**src/rtl/scsi_arb_pkg.sv**
```systemverilog
// Shared state encoding, DMA direction codes and default limits for the
// SCSI access arbiter.
package scsi_arb_pkg;

  typedef enum logic [2:0] {
    ST_IDLE     = 3'd0,
    ST_CPU_GNT  = 3'd1,
    ST_CPU_DONE = 3'd2,
    ST_CPU_TMO  = 3'd3,
    ST_DMA_GNT  = 3'd4,
    ST_DMA_BYTE = 3'd5,
    ST_RECOVER  = 3'd6
  } arb_state_t;

  localparam logic DMADIR_S2F = 1'b1;
  localparam logic DMADIR_F2S = 1'b0;

  localparam int DEF_DMA_BURST_MAX = 4;
  localparam int DEF_TIMEOUT_CYC   = 255;

endpackage

```
**src/rtl/arb_tmo_ctr.sv**
```systemverilog
// Purpose: 8-bit saturating watchdog counter with terminal count at TIMEOUT_CYC-1.
// Latency: clear/increment take effect at the next edge; tc is a decode of the count.
// Backpressure: none; free-running while enabled, holds at 8'hFF.
module arb_tmo_ctr #(
  parameter int TIMEOUT_CYC = 255
) (
  input  logic CPUCLK,
  input  logic RESET,
  input  logic clr,
  input  logic en,
  output logic tc
);

  localparam logic [7:0] TC_VAL = 8'(TIMEOUT_CYC - 1);

  logic [7:0] cnt;

  always_ff @(posedge CPUCLK) begin
    if (RESET || clr) begin
      cnt <= '0;
    end else if (en && (cnt != 8'hFF)) begin
      cnt <= cnt + 8'd1;
    end
  end

  assign tc = (cnt == TC_VAL);

endmodule

```
**src/rtl/scsi_access_arb.sv**
```systemverilog
// Purpose: arbitrates the SCSI controller access path between CPU register and DMA byte cycles.
// Latency: a request sampled in IDLE is granted the cycle after that edge; DREQ_Q follows DREQ_ combinationally while DMA is granted.
// Backpressure: a waiting CPU yields to at most DMA_BURST_MAX bytes; RECOVER holds until the CPU releases its request.
module scsi_access_arb
  import scsi_arb_pkg::*;
#(
  parameter int DMA_BURST_MAX = DEF_DMA_BURST_MAX,
  parameter int TIMEOUT_CYC   = DEF_TIMEOUT_CYC
) (
  input  logic       CPUCLK,
  input  logic       RESET,
  input  logic       CPU_REQ,
  input  logic       DMAENA,
  input  logic       DMADIR,
  input  logic       DREQ_,
  input  logic       FIFOFULL,
  input  logic       FIFOEMPTY,
  input  logic       LS2CPU,
  input  logic       DACK,
  output logic       CPUREQ,
  output logic       DREQ_Q,
  output logic       CPU_ACK,
  output logic       CPU_BERR,
  output logic       DMA_ERR,
  output logic [2:0] ARB_STATE
);

  localparam logic [3:0] BURST_MAX = 4'(DMA_BURST_MAX);

  arb_state_t state, state_nxt;
  logic [3:0] burst_cnt, burst_nxt;
  logic       dma_err, dma_err_nxt;
  logic       dma_elig;
  logic       tmo_tc;
  logic       tmo_en;

  assign dma_elig = DMAENA & ~DREQ_ & ~dma_err &
                    ((DMADIR == DMADIR_S2F) ? ~FIFOFULL : ~FIFOEMPTY);

  always_comb begin
    state_nxt   = state;
    burst_nxt   = burst_cnt;
    dma_err_nxt = dma_err;
    unique case (state)
      ST_IDLE: begin
        if (!DMAENA) dma_err_nxt = 1'b0;
        // DMA wins ties until the burst allowance for a waiting CPU is used up
        if (CPU_REQ && (!dma_elig || (burst_cnt == BURST_MAX))) state_nxt = ST_CPU_GNT;
        else if (dma_elig)                                       state_nxt = ST_DMA_GNT;
      end
      ST_CPU_GNT: begin
        if (LS2CPU)      state_nxt = ST_CPU_DONE;
        else if (tmo_tc) state_nxt = ST_CPU_TMO;
      end
      ST_CPU_DONE, ST_CPU_TMO: begin
        burst_nxt = '0;
        state_nxt = ST_RECOVER;
      end
      ST_RECOVER: begin
        if (!LS2CPU && !CPU_REQ) state_nxt = ST_IDLE;
      end
      ST_DMA_GNT: begin
        if (DACK) begin
          state_nxt = ST_DMA_BYTE;
        end else if (DREQ_ || !DMAENA) begin
          state_nxt = ST_IDLE;
        end else if (tmo_tc) begin
          state_nxt   = ST_IDLE;
          dma_err_nxt = 1'b1;
        end
      end
      ST_DMA_BYTE: begin
        if (!DACK) begin
          state_nxt = ST_IDLE;
          if (!CPU_REQ)                    burst_nxt = '0;
          else if (burst_cnt < BURST_MAX)  burst_nxt = burst_cnt + 4'd1;
        end else if (tmo_tc) begin
          state_nxt   = ST_IDLE;
          dma_err_nxt = 1'b1;
        end
      end
      default: state_nxt = ST_IDLE;
    endcase
  end

  always_ff @(posedge CPUCLK) begin
    if (RESET) begin
      state     <= ST_IDLE;
      burst_cnt <= '0;
      dma_err   <= 1'b0;
    end else begin
      state     <= state_nxt;
      burst_cnt <= burst_nxt;
      dma_err   <= dma_err_nxt;
    end
  end

  assign tmo_en = (state == ST_CPU_GNT) || (state == ST_DMA_GNT) || (state == ST_DMA_BYTE);

  arb_tmo_ctr #(.TIMEOUT_CYC(TIMEOUT_CYC)) u_tmo (
    .CPUCLK (CPUCLK),
    .RESET  (RESET),
    .clr    (state_nxt != state),
    .en     (tmo_en),
    .tc     (tmo_tc)
  );

  assign CPUREQ    = (state == ST_CPU_GNT);
  assign DREQ_Q    = ((state == ST_DMA_GNT) || (state == ST_DMA_BYTE)) ? DREQ_ : 1'b1;
  assign CPU_ACK   = (state == ST_CPU_DONE);
  assign CPU_BERR  = (state == ST_CPU_TMO);
  assign DMA_ERR   = dma_err;
  assign ARB_STATE = state;

endmodule
```
**config.mk**
```make
export PLATFORM = sky130hd
export DESIGN_NAME = scsi_access_arb
export DESIGN_NICKNAME = d
export VERILOG_FILES = /design/src/rtl/scsi_arb_pkg.sv /design/src/rtl/arb_tmo_ctr.sv /design/src/rtl/scsi_access_arb.sv
export SDC_FILE = /design/constraint.sdc
export NUM_CORES = 1
export LEC_CHECK = 0
export BUFFER_PORTS_ARGS = -buffer_cell sky130_fd_sc_hd__buf_4
export CORE_MARGIN = 4
export CORE_UTILIZATION = 47
export CTS_CLUSTER_SIZE = 12
export DETAILED_ROUTE_END_ITERATION = 8
export PLACE_DENSITY = 0.66
export SLEW_MARGIN = 20
export SYNTH_ARGS = -nofsm -noshare
export SYNTH_HDL_FRONTEND = slang
export SYNTH_SLANG_ARGS = --single-unit
```
**constraint.sdc**
```tcl
create_clock -name CPUCLK -period 2.4 [get_ports CPUCLK]
set_input_delay 0.36 -clock CPUCLK [delete_from_list [all_inputs] [get_ports CPUCLK]]
set_output_delay 0.36 -clock CPUCLK [all_outputs]
set_load 0.01 [all_outputs]
```
Word level (Yosys, flattened, before mapping)
Cells that the tools add are included.
{"block": "word_totals", "regBits": 16, "inputBits": 10, "out_inout_bits": 8, "wordCells": 71}
{"block": "op_classes", "n_addsub": 2, "order_cmp": 1, "eq_ne": 16, "muxes": 22, "bitwise": 7, "reduce_logical": 19}
{"op": "3-bit 2-to-1 mux", "n": 9}
{"op": "3-bit case mux with 6 select lines", "n": 1}
{"op": "4-bit 2-to-1 mux", "n": 3}
{"op": "2-bit != test, second input constant", "n": 5}
{"op": "3-bit == test, second input constant", "n": 3}
{"op": "8-bit by 1-bit adder with 8-bit output, second input constant", "n": 1}
{"op": "8-bit == test, second input constant", "n": 1}
{"op": "8-bit != test, second input constant", "n": 1}
{"op": "4-bit case mux with 2 select lines", "n": 1}
{"op": "1-bit 2-to-1 mux", "n": 7}
{"op": "3-bit by 2-bit == test with 1-bit output, second input constant", "n": 2}
{"op": "1-bit logical OR", "n": 6}
{"op": "5-bit AND reduction", "n": 1}
{"op": "4-bit by 1-bit adder with 4-bit output, second input constant", "n": 1}
{"op": "4-bit by 3-bit == test with 1-bit output, second input constant", "n": 1}
{"op": "1-bit zero test", "n": 4}
{"op": "4-bit by 3-bit less-than comparator with 1-bit output, second input constant", "n": 1}
{"op": "1-bit NOT", "n": 4}
{"op": "1-bit AND", "n": 3}
{"op": "3-bit by 1-bit == test with 1-bit output, second input constant", "n": 1}
{"op": "1-bit logical AND", "n": 3}
{"op": "3-bit zero test", "n": 1}
{"op": "3-bit != test", "n": 1}
{"op": "3-bit != test, second input constant", "n": 1}
{"op": "5 further kinds", "n": 5}

Logic depth before layout (Yosys ltp)
Gate-level depths: netlist (run 1).
{"block": "logic_depth", "ltp_word": 11, "ltp_mapped": 7, "depth_no_buf": 7}

By module
From an unflattened synthesis (run 1), not the netlist that was laid out.
{"block": "unflattened", "cells_unflattened": 127, "hier_area_um2": 1047.3}
{"module": "scsi_access_arb", "n_inst": 1, "cells_per_inst": 77, "area_per_inst_um2": 598.1, "seq_area_each_um2": 160.2}
{"module": "arb_tmo_ctr", "n_inst": 1, "cells_per_inst": 50, "area_per_inst_um2": 449.2, "seq_area_each_um2": 160.2}

Least setup slack after synthesis (run 1)
Ideal clock, no wire load.
{"block": "synth_path", "path_type": "reg-to-reg", "from": "register u_tmo.cnt[0]", "to": "register u_tmo.cnt[1]", "setup_ns": 0.100, "arrival_time_ns": 1.633, "t_required_ns": 2.300, "setup_slack_ns": 0.668, "path_stages_with_launch": 8, "n_path_buf": 0, "period_less_slack_ns": 1.732, "path_cell_list": "dfxtp_1 inv_1 ha_1 nand3_1 o311ai_4 nand4_2 xnor2_4 a2111oi_4"}
{"block": "synth_via", "elab_chain_cells": 7, "elab_cells_between_ends": 13, "cone_classes": "add/sub (1); eq/ne (3); mux (7); reduce/logical (2)"}
{"element": "start, declared", "line_no": "arb_tmo_ctr.sv:16", "rtl": "logic [7:0] cnt;"}
{"element": "start signal, assigned", "line_no": "arb_tmo_ctr.sv:22", "rtl": "cnt <= cnt + 8'd1;"}
{"element": "8-bit == test", "line_no": "arb_tmo_ctr.sv:26", "rtl": "assign tc = (cnt == TC_VAL);"}
{"element": "3-bit 2-to-1 mux", "line_no": "scsi_access_arb.sv:67, scsi_access_arb.sv:77"}
{"element": "3-bit 2-to-1 mux", "line_no": "scsi_access_arb.sv:65", "rtl": "end else if (DREQ_ || !DMAENA) begin"}
{"element": "3-bit 2-to-1 mux", "line_no": "scsi_access_arb.sv:63", "rtl": "if (DACK) begin"}
{"element": "3-bit case mux with 6 select lines", "line_no": "scsi_access_arb.sv:44", "rtl": "unique case (state)"}
{"element": "3-bit != test", "line_no": "scsi_access_arb.sv:103", "rtl": ".clr (state_nxt != state),"}
{"element": "1-bit logical OR", "line_no": "arb_tmo_ctr.sv:19", "rtl": "if (RESET || clr) begin"}
Parallel ways exist; a longest one is shown, timed or not.
A chain may end at the register's enable or synchronous reset.

Final worst setup path (run 1)
{"block": "layout_path", "from": "register state[0], in the netlist ARB_STATE[0]", "to": "register u_tmo.cnt[1]"}
{"block": "layout_via", "elab_chain_cells": 6, "elab_cells_between_ends": 23, "cone_classes": "eq/ne (7); mux (10); reduce/logical (6)"}
{"element": "start, declared", "line_no": "scsi_access_arb.sv:30", "rtl": "arb_state_t state, state_nxt;"}
{"element": "start signal, assigned", "line_no": "scsi_access_arb.sv:92", "rtl": "state <= state_nxt;"}
{"element": "3-bit 2-to-1 mux", "line_no": "scsi_access_arb.sv:67, scsi_access_arb.sv:77"}
{"element": "3-bit 2-to-1 mux", "line_no": "scsi_access_arb.sv:65"}
{"element": "3-bit 2-to-1 mux", "line_no": "scsi_access_arb.sv:63"}
{"element": "3-bit case mux with 6 select lines", "line_no": "scsi_access_arb.sv:44"}
{"element": "3-bit != test", "line_no": "scsi_access_arb.sv:103"}
{"element": "1-bit logical OR", "line_no": "arb_tmo_ctr.sv:19"}
Parallel ways exist; a longest one is shown, timed or not.

==> flow_summary.toml, run 1 <==
[power_and_ir_drop]
p_per_area_mw_per_mm2 = 544
pwr-share-comb = 0.283
sw_frac_of_total = 0.319
peakVddDrop_mv = 0.450
internal_power_w = 0.000452
p_leak_nw = 0.461
p_sw_w = 0.000212
p_total_w = 0.000664
clkPwrFrac = 0.267
p_seq_frac = 0.450

[route]
drt_pass1_iterations = 4
wl_mm = 2.21
viasPerCell = 5.68
num_vias = 897
wl_per_cell_um = 14.0
postRouteAntennaNets = 0
drt_iter0_markers = 23
drc = 0

[finish]
final_common_cell = "buf_4"
nNetsFinal = 146
post-route-util = 0.597
multi_input_area_um2 = 672
drive_gt1_frac = 0.252
final_cell_mix = "17 x buf_4, 16 x dfxtp_1, 9 x nor3_1"
area_growth_pct = 15.9
regArea_um2 = 320
nFillCells = 203
antenna_cells = 0

[logic_synthesis]
synth_compound_area_frac = 0.209
yosys.area_share.simple = 0.277
yosysWarningCount = 0
synth_fa_ha_area_frac = 0.0476
seq_area_frac_synth = 0.304
synth_mux_area_frac = 0.0285
synth_area_leaders = "dfxtp_1 30%, ha_1 4.8%, nor3_1 4.3%"
synth_area_mm2 = 0.00105
netlist_instances = 114
synth_xor_area_frac = 0.0761
synth_area_per_cell_um2 = 9.23
ys_seq_elements = 16
synth_top_area_frac = 0.304
ys_types = 41
synth_top_family_by_area = "simple AND/OR/NAND/NOR gates"
syn_nets = 128
synth-edff-count = 0
async_reset_ff_frac = 0
yosysTopAreaCell = "dfxtp_1"
synth-main-ff-cell = "dfxtp_1"

[place]
routabilityCongestion = 0.794
place_ws_ns = 0.419
numPortBuffers = 17
dpl.hpwl_mm = 1.71

[clock_network]
clkLatencyLatePin_ns = 0.28
path_clk_slew_ns = 0.09
cts_made_buffers = 3
holdBufCountCts = 0
clk_path_buf_depth = 2
cts.repair.resized = 0
cts_tree = "done"
cts.sinks = 16
htreeDepth = 1
root_buffer = "clkbuf_4"
post_cts_buffers = 0

[global_routing]
track_usage = 0.151
first_global_vias = 840
grt_antenna_before_repair = 0
grt_first_pass_wirelength_mm = 3.77
grt_overflow = 0
grt_max_degree = 16

[setup_path]
crit_slowest_cell = "dfxtp_1"
start_kind = "flop"
endpoint_kind = "flop"
cp_cell_sequence = "inv_1 > o311ai_4 > nand4_2 > xnor2_4 > a2111oi_4"
slowest_delay_ns = 0.58
required_ns = 2.59
path_max_fanout = 13
crit_arrival_ns = 2.18
worstSetupPathType = "flop to flop"

[sta]
setup_viol = 0
finalCritPeriodShare = 0.828
setup_slack_ns = 0.414
min_period_ns = 1.99
slew_headroom = 0.649
final-hold-violation-count = 0
fmaxAchievable_mhz = 503
fin_skew_ns = 0.00421
setup_tns_ns = 0
rsz0062_at_grt = "false"
worstMarginPinSlew_ns = 0.525
slew_viol_final = 0

[floorplanning]
pin_count = 18
start_util = 0.515
row_count = 16
die_y_um = 55.3
die_area_mm2 = 0.00306
core_mm2 = 0.00204
die_x_um = 55.3

[run]
maxCapViolCount = 0

[min_path]
hold_path.class = "primary input to flop"

[outcome]
status = "finished, final reports clean"
-- power groups by stage --
stage / registers [W] / logic, W / clock network [W]
floorplan: 0.000295 / 0.000156 / 0
global placement: 0.000304 / 0.000186 / 0
detailed placement: 0.000305 / 0.000189 / 0
CTS: 0.000299 / 0.000189 / 0.000184
global route: 0.000302 / 0.000205 / 0.000192
finish: 0.000299 / 0.000188 / 0.000177
-- cell families after synthesis --
kind of cell | Yosys count
flip-flops | 16
AND/OR/NAND/NOR | 46
adder cells (fa/ha/maj) | 4
multiplexers | 3
XOR/XNOR | 7
AO/OA/AOI/OAI | 26
buffers and inverters | 12
-- layer usage --
| layer | routed length [µm] | vias to the layer above | track usage |
|---|---|---|---|
| met4 | 10 | 0 | 0.0347 |
| met5 | 0 | - | 0 |
| met1 | 1040 | 426 | 0.198 |
| li1 | - | 456 | - |
| met3 | 76 | 2 | 0.0490 |
| met2 | 1080 | 13 | 0.242 |
-- final timing paths --
| path | depth (start not counted) | slack, ns | endpoint | from |
|---|---|---|---|---|
| max | 5 | 0.41 | u_tmo.cnt[1] | ARB_STATE[0] |
| min | 2 | 0.30 | burst_cnt[1] | RESET |
| max reg2reg | 5 | 0.41 | u_tmo.cnt[1] | ARB_STATE[0] |
| min reg2reg | 2 | 0.51 | DMA_ERR | DMA_ERR |
-- sequential cells by signal (all words and copies together), names as in the netlist --
register / flops
ARB_STATE: 3
DMA_ERR: 1
burst_cnt: 4
u_tmo.cnt: 8
-- synth_stat cells, types with 2 or more instances --
cell type and instances:
a21o_1 3, a21oi_1 4, a31oi_1 5, and2_1 3, buf_6 2, dfxtp_1 16
ha_1 4, inv_1 8, mux2i_1 3, nand2_1 3, nand2b_1 2, nand3_1 6
nand3b_1 2, nand4_1 2, nand4_2 2, nor2_1 5, nor2b_1 2, nor3_1 9
nor3b_1 3, o21ai_0 5, xor2_1 5
-- worst max-delay path: cells and delay by family, from the launching register on --
kind	cells	cell delay, ns
AOI/OAI and AO/OA	2	0.69
DFF	1	0.58
and+or+nand+nor	1	0.20
xor gates and xnor gates	1	0.23
buffers and inverters	1	0.19
-- final cells by class --
type / instances / area share
clock buffer: 4 / 0.0297
sequential: 16 / 0.263
inverter: 8 / 0.0246
multi-input combinational: 86 / 0.551
tap: 27 / 0.0277
timing repair buffer: 17 / 0.105
-- stage by stage --
| stage | cells | hold slack (ns) | area (µm²) |
|---|---|---|---|
| 5_1_grt | 158 | 0.312 | 1220 |
| 4_1_cts | 158 | 0.292 | 1220 |
| 6_report | 158 | 0.302 | 1220 |
| 2_1_floorplan | 114 | 0.467 | 1050 |
| 3_3_place_gp | 154 | 0.494 | 1180 |
| 3_5_place_dp | 154 | 0.501 | 1180 |
(Power assumes the default switching activity.)
==> inputs of run 2 (changes only) <==
- clock period: 2.4 -> 1.9 ns (I/O delays scaled with it)
==> flow_summary.toml, run 2 (synthesis gave the netlist of run 1 again) <==
[outcome]
status = "finished, final reports clean"

[finish]
multi_input_area_um2 = 708
nFillCells = 180
drive_gt1_frac = 0.350
largest_reg_flops = 8
final_common_cell = "buf_4"
nNetsFinal = 155
area_growth_pct = 26.2
regArea_um2 = 324
top_register = "u_tmo.cnt"
final_cell_mix = "26 x buf_4, 13 x dfxtp_1, 8 x inv_1, 8 x nor3_1"
antenna_cells = 0

[route]
wl_per_cell_um = 14.7
wl_mm = 2.45
viasPerCell = 5.75
drt_iter0_markers = 25
drc = 0
drt_pass1_iterations = 4
postRouteAntennaNets = 0
num_vias = 960

[setup_path]
r2r_start = "u_tmo.cnt[0]"
crit_slowest_cell = "o311ai_4"
reg2reg_slack_ns = 0.10
crit_arrival_ns = 1.97
path_max_fanout = 8
cp_num_cells = 7
slowest_delay_ns = 0.36
rr_endpoint = "u_tmo.cnt[4]"
r2r_cells = 7
endpoint_kind = "flop"
crit_start = "u_tmo.cnt[0]"
endpoint = "u_tmo.cnt[4]"
path_buf_inv = 1
worstSetupPathType = "flop to flop"
cp_top_family = "simple AND/OR/NAND/NOR gates"
required_ns = 2.07
start_kind = "flop"
cp_cell_sequence = "inv_1 > ha_1 > nand3_2 > o311ai_4 > nand4_4 > xnor2_4 > nor3_1"

[clock_network]
clkLatencyLatePin_ns = 0.29
path_clk_slew_ns = 0.10
htreeDepth = 1
root_buffer = "clkbuf_4"
clk_path_buf_depth = 2
holdBufCountCts = 0
cts_tree = "done"
cts_made_buffers = 3
cts.sinks = 16

[min_path]
hold_path.class = "primary input to flop"

[global_routing]
grt_overflow = 0
grt_max_degree = 13
grt_antenna_before_repair = 0
track_usage = 0.160
first_global_vias = 899
grt_first_pass_wirelength_mm = 4.05

[power_and_ir_drop]
p_total_w = 0.000891
peakVddDrop_mv = 0.663
p_per_area_mw_per_mm2 = 671
p_leak_nw = 0.515

[floorplanning]
start_util = 0.515
die_area_mm2 = 0.00306
core_mm2 = 0.00204
die_x_um = 55.3
row_count = 16
die_y_um = 55.3
pin_count = 18

[sta]
hold_slack_ns = 0.221
min_period_ns = 1.80
fmaxAchievable_mhz = 556
rsz0062_at_grt = "true"
finalCritPeriodShare = 0.946
worstMarginPinSlew_ns = 0.366
final-hold-violation-count = 0
fin_skew_ns = 0.00720
slew_viol_final = 0
slew_headroom = 0.755
setup_viol = 0

[place]
routabilityCongestion = 0.910
dpl.hpwl_mm = 1.83
numPortBuffers = 17

[run]
maxCapViolCount = 0
## run 2: worst reg2reg max path, cell delays in order (launching register included)
cell      delay [ns]
dfxtp_2         0.34
inv_1           0.05
ha_1            0.16
nand3_2         0.13
o311ai_4        0.37
nand4_4         0.19
xnor2_4         0.35
nor3_1          0.10
## run 2: where the power goes
group,internal [W],switching [W]
Sequential,0.000349,0.0000155
Clock,0.000117,0.000114
Combinational,0.000132,0.000164
## run 2: through the flow
stage                     cell area, µm²  setup TNS (ns)  setup WS (ns)   util  instances
after floorplan                     1050               0          0.168      -        114
after global routing                1330          -0.160        -0.0370  0.650        167
final                               1330               0          0.103  0.650        167
after detailed placement            1230               0         0.0561  0.602        160
after CTS                           1260               0         0.0285  0.619        164
after global placement              1230               0          0.107  0.602        160
## run 2: timing repair
action,CTS,global route
setup endpoints to repair,0,8
hold endpoints to repair,0,0
resized for setup,0,10
setup buffers,0,3
## run 2: final cells by class
class,instances,share of cell area
inverter,8,0.0226
timing repair buffer,26,0.147
tap,27,0.0254
clock buffer,4,0.0273
multi-input combinational,86,0.533
sequential,16,0.244
## run 2: metal layers
| metal | up-vias | share of wire | track usage |
|---|---|---|---|
| met5 | - | 0 | 0 |
| met4 | 0 | 0.019 | 0.0313 |
| met3 | 6 | 0.062 | 0.0466 |
| met2 | 28 | 0.50 | 0.272 |
| met1 | 452 | 0.42 | 0.201 |
| li1 | 474 | - | - |
## run 2: worst min-delay path by stage
stage / cells after the start / startpoint / end / slack, ns
2_1_floorplan: 2 / CPU_REQ / ARB_STATE[0] / 0.45
3_3_place_gp: 1 / burst_cnt[3] / burst_cnt[3] / 0.49
3_5_place_dp: 1 / burst_cnt[3] / burst_cnt[3] / 0.50
4_1_cts: 2 / RESET / DMA_ERR / 0.21
5_1_grt: 2 / RESET / ARB_STATE[2] / 0.21
6_report: 2 / RESET / ARB_STATE[2] / 0.22
